==> src/rtl/key_debounce_array_if.sv <==
// Key-side signal bundle: raw key levels in, debounced levels and event pulses out.
interface key_debounce_array_if #(
  parameter int unsigned NUM_KEYS = 4
);
  logic [NUM_KEYS-1:0] key_in;
  logic [NUM_KEYS-1:0] key_state;
  logic [NUM_KEYS-1:0] key_press;
  logic [NUM_KEYS-1:0] key_release;
  logic [NUM_KEYS-1:0] key_long;
  logic [NUM_KEYS-1:0] key_repeat;

  modport master (
    output key_in,
    input  key_state, key_press, key_release, key_long, key_repeat
  );

  modport slave (
    input  key_in,
    output key_state, key_press, key_release, key_long, key_repeat
  );
endinterface

==> src/rtl/key_debounce_array.sv <==
// Multi-channel key debouncer: per-key 2-flop synchroniser, 4-state filter FSM,
// debounce and hold counters, with press/release/long-press/auto-repeat pulses.
module key_debounce_array #(
  parameter int unsigned NUM_KEYS      = 4,
  parameter int unsigned DEB_CYCLES    = 1_000_000,
  parameter bit          ACTIVE_LOW    = 1'b1,
  parameter int unsigned LONG_CYCLES   = 50_000_000,
  parameter int unsigned REPEAT_CYCLES = 10_000_000
) (
  input logic                  CLK,
  input logic                  nRST,
  key_debounce_array_if.slave  keys
);

  localparam int unsigned DW        = (DEB_CYCLES > 1) ? $clog2(DEB_CYCLES) : 1;
  localparam int unsigned HMAX      = (LONG_CYCLES > REPEAT_CYCLES) ? LONG_CYCLES : REPEAT_CYCLES;
  localparam int unsigned HW        = (HMAX > 1) ? $clog2(HMAX) : 1;
  localparam int unsigned DEB_LAST  = DEB_CYCLES - 1;
  localparam int unsigned LONG_LAST = (LONG_CYCLES > 0) ? LONG_CYCLES - 1 : 0;
  localparam int unsigned REP_LAST  = (REPEAT_CYCLES > 0) ? REPEAT_CYCLES - 1 : 0;
  localparam logic        IDLE_LVL  = ACTIVE_LOW;

  typedef enum logic [3:0] {
    IDLE    = 4'b0001,
    FILT_DN = 4'b0010,
    DOWN    = 4'b0100,
    FILT_UP = 4'b1000
  } state_e;

  logic [NUM_KEYS-1:0] sync1_q, sync2_q, p;

  state_e          state_q     [NUM_KEYS];
  state_e          state_d     [NUM_KEYS];
  logic [DW-1:0]   dcnt_q      [NUM_KEYS];
  logic [DW-1:0]   dcnt_d      [NUM_KEYS];
  logic [HW-1:0]   hcnt_q      [NUM_KEYS];
  logic [HW-1:0]   hcnt_d      [NUM_KEYS];
  logic [NUM_KEYS-1:0] long_done_q, long_done_d;

  logic [NUM_KEYS-1:0] level_q, level_d;
  logic [NUM_KEYS-1:0] press_q, press_d;
  logic [NUM_KEYS-1:0] release_q, release_d;
  logic [NUM_KEYS-1:0] long_q, long_d;
  logic [NUM_KEYS-1:0] repeat_q, repeat_d;

  // Synchroniser resets to the idle level so reset release cannot look like a press.
  always_ff @(posedge CLK or negedge nRST) begin
    if (!nRST) begin
      sync1_q <= {NUM_KEYS{IDLE_LVL}};
      sync2_q <= {NUM_KEYS{IDLE_LVL}};
    end else begin
      sync1_q <= keys.key_in;
      sync2_q <= sync1_q;
    end
  end

  assign p = sync2_q ^ {NUM_KEYS{IDLE_LVL}};

  always_ff @(posedge CLK or negedge nRST) begin
    if (!nRST) begin
      for (int i = 0; i < int'(NUM_KEYS); i++) begin
        state_q[i] <= IDLE;
        dcnt_q[i]  <= '0;
        hcnt_q[i]  <= '0;
      end
      long_done_q <= '0;
      level_q     <= '0;
      press_q     <= '0;
      release_q   <= '0;
      long_q      <= '0;
      repeat_q    <= '0;
    end else begin
      for (int i = 0; i < int'(NUM_KEYS); i++) begin
        state_q[i] <= state_d[i];
        dcnt_q[i]  <= dcnt_d[i];
        hcnt_q[i]  <= hcnt_d[i];
      end
      long_done_q <= long_done_d;
      level_q     <= level_d;
      press_q     <= press_d;
      release_q   <= release_d;
      long_q      <= long_d;
      repeat_q    <= repeat_d;
    end
  end

  // Per-channel filter FSM; every counter compare also clears the counter, so none wrap.
  always_comb begin
    state_d     = state_q;
    dcnt_d      = dcnt_q;
    hcnt_d      = hcnt_q;
    long_done_d = long_done_q;
    level_d     = '0;
    press_d     = '0;
    release_d   = '0;
    long_d      = '0;
    repeat_d    = '0;
    for (int i = 0; i < int'(NUM_KEYS); i++) begin
      case (state_q[i])
        IDLE: begin
          if (p[i]) begin
            state_d[i] = FILT_DN;
            dcnt_d[i]  = '0;
          end
        end
        FILT_DN: begin
          if (!p[i]) begin
            state_d[i] = IDLE;
            dcnt_d[i]  = '0;
          end else if (dcnt_q[i] == DW'(DEB_LAST)) begin
            state_d[i]     = DOWN;
            dcnt_d[i]      = '0;
            hcnt_d[i]      = '0;
            long_done_d[i] = 1'b0;
            press_d[i]     = 1'b1;
          end else begin
            dcnt_d[i] = dcnt_q[i] + DW'(1);
          end
        end
        DOWN: begin
          if (!p[i]) begin
            state_d[i] = FILT_UP;
            dcnt_d[i]  = '0;
          end else if ((LONG_CYCLES > 0) && !long_done_q[i]) begin
            if (hcnt_q[i] == HW'(LONG_LAST)) begin
              long_d[i]      = 1'b1;
              long_done_d[i] = 1'b1;
              hcnt_d[i]      = '0;
            end else begin
              hcnt_d[i] = hcnt_q[i] + HW'(1);
            end
          end else if (long_done_q[i] && (REPEAT_CYCLES > 0)) begin
            if (hcnt_q[i] == HW'(REP_LAST)) begin
              repeat_d[i] = 1'b1;
              hcnt_d[i]   = '0;
            end else begin
              hcnt_d[i] = hcnt_q[i] + HW'(1);
            end
          end
        end
        FILT_UP: begin
          // Hold timing is frozen here and resumes if the key bounces back down.
          if (p[i]) begin
            state_d[i] = DOWN;
            dcnt_d[i]  = '0;
          end else if (dcnt_q[i] == DW'(DEB_LAST)) begin
            state_d[i]   = IDLE;
            dcnt_d[i]    = '0;
            release_d[i] = 1'b1;
          end else begin
            dcnt_d[i] = dcnt_q[i] + DW'(1);
          end
        end
        default: begin
          state_d[i]     = IDLE;
          dcnt_d[i]      = '0;
          hcnt_d[i]      = '0;
          long_done_d[i] = 1'b0;
        end
      endcase
      level_d[i] = (state_d[i] == DOWN) || (state_d[i] == FILT_UP);
    end
  end

  assign keys.key_state   = level_q;
  assign keys.key_press   = press_q;
  assign keys.key_release = release_q;
  assign keys.key_long    = long_q;
  assign keys.key_repeat  = repeat_q;

endmodule

==> src/flat_wrapper.sv <==
// flat-port wrapper written by rule: the top's interface ports become plain ports
module key_debounce_array_flat 
#(
  parameter int unsigned NUM_KEYS      = 4,
  parameter int unsigned DEB_CYCLES    = 1_000_000,
  parameter bit          ACTIVE_LOW    = 1'b1,
  parameter int unsigned LONG_CYCLES   = 50_000_000,
  parameter int unsigned REPEAT_CYCLES = 10_000_000
)
  (CLK, nRST, keys_key_in, keys_key_state, keys_key_press, keys_key_release, keys_key_long, keys_key_repeat);
  key_debounce_array_if #(.NUM_KEYS(NUM_KEYS)) keys_i ();
  input logic CLK;
  input logic nRST;
  input wire logic [$bits(keys_i.key_in)-1:0] keys_key_in;
  output wire logic [$bits(keys_i.key_state)-1:0] keys_key_state;
  output wire logic [$bits(keys_i.key_press)-1:0] keys_key_press;
  output wire logic [$bits(keys_i.key_release)-1:0] keys_key_release;
  output wire logic [$bits(keys_i.key_long)-1:0] keys_key_long;
  output wire logic [$bits(keys_i.key_repeat)-1:0] keys_key_repeat;
  assign keys_i.key_in = keys_key_in;
  assign keys_key_state = keys_i.key_state;
  assign keys_key_press = keys_i.key_press;
  assign keys_key_release = keys_i.key_release;
  assign keys_key_long = keys_i.key_long;
  assign keys_key_repeat = keys_i.key_repeat;
  key_debounce_array #(.NUM_KEYS(NUM_KEYS), .DEB_CYCLES(DEB_CYCLES), .ACTIVE_LOW(ACTIVE_LOW), .LONG_CYCLES(LONG_CYCLES), .REPEAT_CYCLES(REPEAT_CYCLES)) u_core (.CLK(CLK), .nRST(nRST), .keys(keys_i));
endmodule
==> config.mk <==
export PLATFORM = sky130hd
export DESIGN_NAME = key_debounce_array_flat
export DESIGN_NICKNAME = d
export VERILOG_FILES = /design/src/rtl/key_debounce_array_if.sv /design/src/rtl/key_debounce_array.sv /design/src/flat_wrapper.sv
export SDC_FILE = /design/constraint.sdc
export NUM_CORES = 1
export LEC_CHECK = 0
export CAP_MARGIN = 25
export CORE_ASPECT_RATIO = 0.5
export CORE_MARGIN = 3
export CORE_UTILIZATION = 50
export CTS_CLUSTER_SIZE = 25
export DETAILED_ROUTE_END_ITERATION = 6
export DONT_BUFFER_PORTS = 1
export SYNTH_ARGS = -nofsm -noshare
export SYNTH_HDL_FRONTEND = slang
export SYNTH_SLANG_ARGS = --single-unit
==> constraint.sdc <==
create_clock -name CLK -period 2.9 [get_ports CLK]
set_input_delay 0.725 -clock CLK [delete_from_list [all_inputs] [get_ports CLK]]
set_output_delay 0.725 -clock CLK [all_outputs]
set_load 0.005 [all_outputs]
==> results.json <==
{
  "nets": 1454,
  "core-area_um2": 25400,
  "worstPathRequired_ns": 3.31,
  "initial_core_util_pct": 51.4,
  "cellPowerDensity_nw_per_um2": 544,
  "synthArstFlopShare_pct": 100,
  "postCtsSetupRepairBufs": 0,
  "wl_um": 30000,
  "fp.dieH_um": 120,
  "clock-skew-final_ns": 0.0153,
  "antenna_found_initial": 0,
  "dr.pass1.iters": 7,
  "hold_viol_final": 220,
  "combinationalPowerShare_pct": 14.6,
  "fin_setup_tns_ns": 0,
  "finalSetupViolations": 0,
  "h-tree-depth": 1,
  "pre_cts_slack_ns": 0.327,
  "dp_hpwl_um": 19800,
  "critPathKind": "register to register",
  "maxSlewHeadroom_pct": 36.8,
  "p_int_mw": 5.64,
  "drc_errors": 0,
  "gr-total-overflow": 0,
  "rows": 41,
  "register_area_um2": 5820,
  "grtUsageTotal_pct": 21.3,
  "antenna_cells": 0,
  "cts_tree": "built",
  "synth.yosys.seq_area_share_pct": 44.5,
  "leakage_nw": 5.81,
  "endpoint_kind": "register",
  "syn_avg_cell_area_um2": 9.11,
  "drt_iter0_drc": 824,
  "pwr-share-seq_pct": 43.8,
  "p_total_mw": 7.82,
  "nFillCells": 2255,
  "synth_edf_count": 0,
  "die_area_um2": 28300,
  "ys_ff_latch": 232,
  "ctsResizeCount": 0,
  "io_buffers": 0,
  "viasPerCell": 6.07,
  "synth_area_um2": 13100,
  "clock_latency_ns": 0.54,
  "grt_max_degree": 233,
  "crit_path_start_kind": "register",
  "swShare_pct": 27.9,
  "grt_pass1_wl_um": 51500,
  "holdWs_ns": -0.108,
  "max_freq_mhz": 386,
  "numCtsBuffers": 24,
  "min_period_ns": 2.59,
  "place_inst": 1758,
  "area_growth_pct": 9.95,
  "syn-num-nets": 1450,
  "vdd_drop_max_v": 0.000404,
  "drive_above_1_share_pct": 9.53,
  "cts.sinks": 232,
  "ys_warn_count": 0,
  "arrival_ns": 3.00,
  "slew_viol_final": 0,
  "max_cap_viol_count": 0,
  "gp_congestion": 0.850,
  "grt_pass1_vias": 10400,
  "ys_types": 77,
  "synthCells": 1436,
  "status": "complete, but fails checks",
  "layout_setup_ws_ns": 0.310,
  "ioPinCount": 26,
  "wl_per_cell_um": 16.7,
  "worst_pin_slew_ns": 0.942,
  "finalNonFillerCells": 1802,
  "hold_class": "primary input to asynchronous set/reset pin",
  "clockRootBuffer": "clkbuf_16",
  "violations": "hold timing",
  "multiInputGateArea_um2": 6820,
  "power.switching_mw": 2.18,
  "ys.flop_type": "dfrtp_1",
  "path_clk_slew_ns": 0.06,
  "rsz0062_at_grt": "no",
  "crit_path_max_fanout": 21,
  "clockBufferDepth": 3,
  "p_clk_share_pct": 41.6,
  "finalCritPeriodShare_pct": 89.3,
  "postRouteAntennaNets": 0,
  "die_w_um": 235,
  "dr_total_vias": 10900
}
-- cell usage in the layout (no fill, tap or decap), types with 9 or more instances in the layout --
cell / Yosys / final
o41ai_1: 11 / 11
nand4_1: 43 / 43
xor2_1: 27 / 27
a211o_1: 12 / 12
buf_4: 1 / 47
a22o_1: 40 / 40
nor2b_1: 27 / 27
o31ai_1: 31 / 31
nand3_1: 78 / 78
a21o_1: 14 / 14
nor4b_1: 12 / 12
nor4_1: 30 / 30
and3_1: 31 / 31
and2_1: 9 / 9
dfrtp_1: 220 / 220
nand2b_1: 16 / 16
nand4b_1: 10 / 10
and4_1: 16 / 16
dfstp_2: 12 / 12
xnor2_1: 35 / 35
o31ai_2: 10 / 10
nor3_1: 55 / 54
nand2_1: 131 / 131
or3_1: 12 / 12
a21oi_1: 20 / 20
inv_1: 31 / 31
clkbuf_16: 0 / 25
a2bb2oi_1: 30 / 30
or4_1: 11 / 11
nor2_1: 169 / 169
o21ai_0: 87 / 86
-- stage by stage --
step | util, % | instance area [µm²]
after global placement | 53.3 | 13600
after floorplan | - | 13100
after global routing | 56.5 | 14400
after CTS | 56.5 | 14400
after detailed placement | 53.3 | 13600
final | 56.5 | 14400
-- cell type report --
type | instances | share of cell area [%]
Inverter | 31 | 0.809
Multi-Input combinational cell | 1103 | 47.4
Clock inverter | 10 | 0.722
Timing Repair Buffer | 48 | 2.59
Sequential cell | 232 | 40.5
Clock buffer | 34 | 5.00
Tap cell | 344 | 2.99
-- worst max-delay path: stages (launching register included) --
cell     delay, ns
dfrtp_1       0.41
or4b_1        0.53
o41a_1        0.41
o21a_1        0.48
buf_4         0.30
o31ai_1       0.23
o31ai_1       0.10
-- routing by layer --
metal | track usage (%) | routed length, µm | vias to the layer above
li1 | - | - | 5338
met1 | 29.8 | 14600 | 5335
met2 | 34.7 | 13600 | 209
met3 | 3.69 | 1120 | 55
met4 | 5.27 | 675 | 0
met5 | 0 | 0 | -
-- kinds of logic after synthesis --
logic type	count (synthesis)	synth area share [%]
AND/OR/NAND/NOR	701	28.3
AO/OA/AOI/OAI	327	18.4
flip-flops	232	44.5
buffers and inverters	101	3.41
XOR/XNOR	62	4.15
adder cells (fa/ha/maj)	8	0.765
multiplexers	5	0.402
-- power by group through the flow --
stage	combinational [mW]	sequential (mW)	clock, mW
after floorplan	0.891	3.39	0
after global placement	1.11	3.48	0
after detailed placement	1.13	3.48	0
after CTS	1.14	3.42	3.34
after global routing	1.27	3.44	3.49
final	1.14	3.43	3.25
-- sequential cells by signal, summed over array words and instances, names as in the netlist --
name and count:
u_core.keys.key_press 4, u_core.keys.key_release 4, u_core.sync1_q 4, u_core.keys.key_long 4, u_core.hcnt_q 104, u_core.sync2_q 4, u_core.keys.key_state 4, u_core.keys.key_repeat 4
u_core.dcnt_q 80, u_core.state_q 16, u_core.long_done_q 4
-- cell usage after synthesis, types with 6 or more instances --
library cell,instances,area [µm²]
o41ai_1,11,96.3
dfrtp_1,220,5510
or3_1,12,75.1
nand4b_1,10,87.6
nand2b_1,16,100
clkbuf_1,43,161
a21o_1,14,105
or4_1,11,82.6
nand3b_1,7,52.6
nor2_1,169,634
a211o_1,12,105
nand3_1,78,390
or3b_2,6,52.6
inv_1,31,116
xnor2_1,35,307
a21oi_1,20,100
nor4b_1,12,105
a211oi_1,8,60.1
buf_2,18,90.1
o31ai_2,10,125
nor2b_1,27,169
nor4_1,30,188
o31ai_1,31,233
o21a_1,7,52.6
nand2_1,131,492
nand4_1,43,269
nor3b_1,7,52.6
nor3_1,55,275
and2_1,9,56.3
o2bb2ai_1,8,70.1
a2bb2oi_1,30,263
ha_1,8,100
or2_2,7,43.8
dfstp_2,12,315
and4_1,16,140
and3_1,31,194
xor2_1,27,236
a22o_1,40,350
o21ai_0,87,435
-- final timing paths --
check	startpoint	endpoint	slack, ns	cells past startpoint
min in group CLK	keys_key_in[3]	u_core.sync1_q[3]	0.19	0
max	u_core.dcnt_q[12]	u_core.hcnt_q[6]	0.31	6
max reg2reg	u_core.dcnt_q[12]	u_core.hcnt_q[6]	0.31	6
min	nRST	u_core.dcnt_q[45]	-0.11	0
min reg2reg	u_core.sync1_q[3]	u_core.sync2_q[3]	0.36	0
max in group asynchronous	nRST	u_core.sync2_q[3]	2.58	0
(Power assumes the default switching activity.)
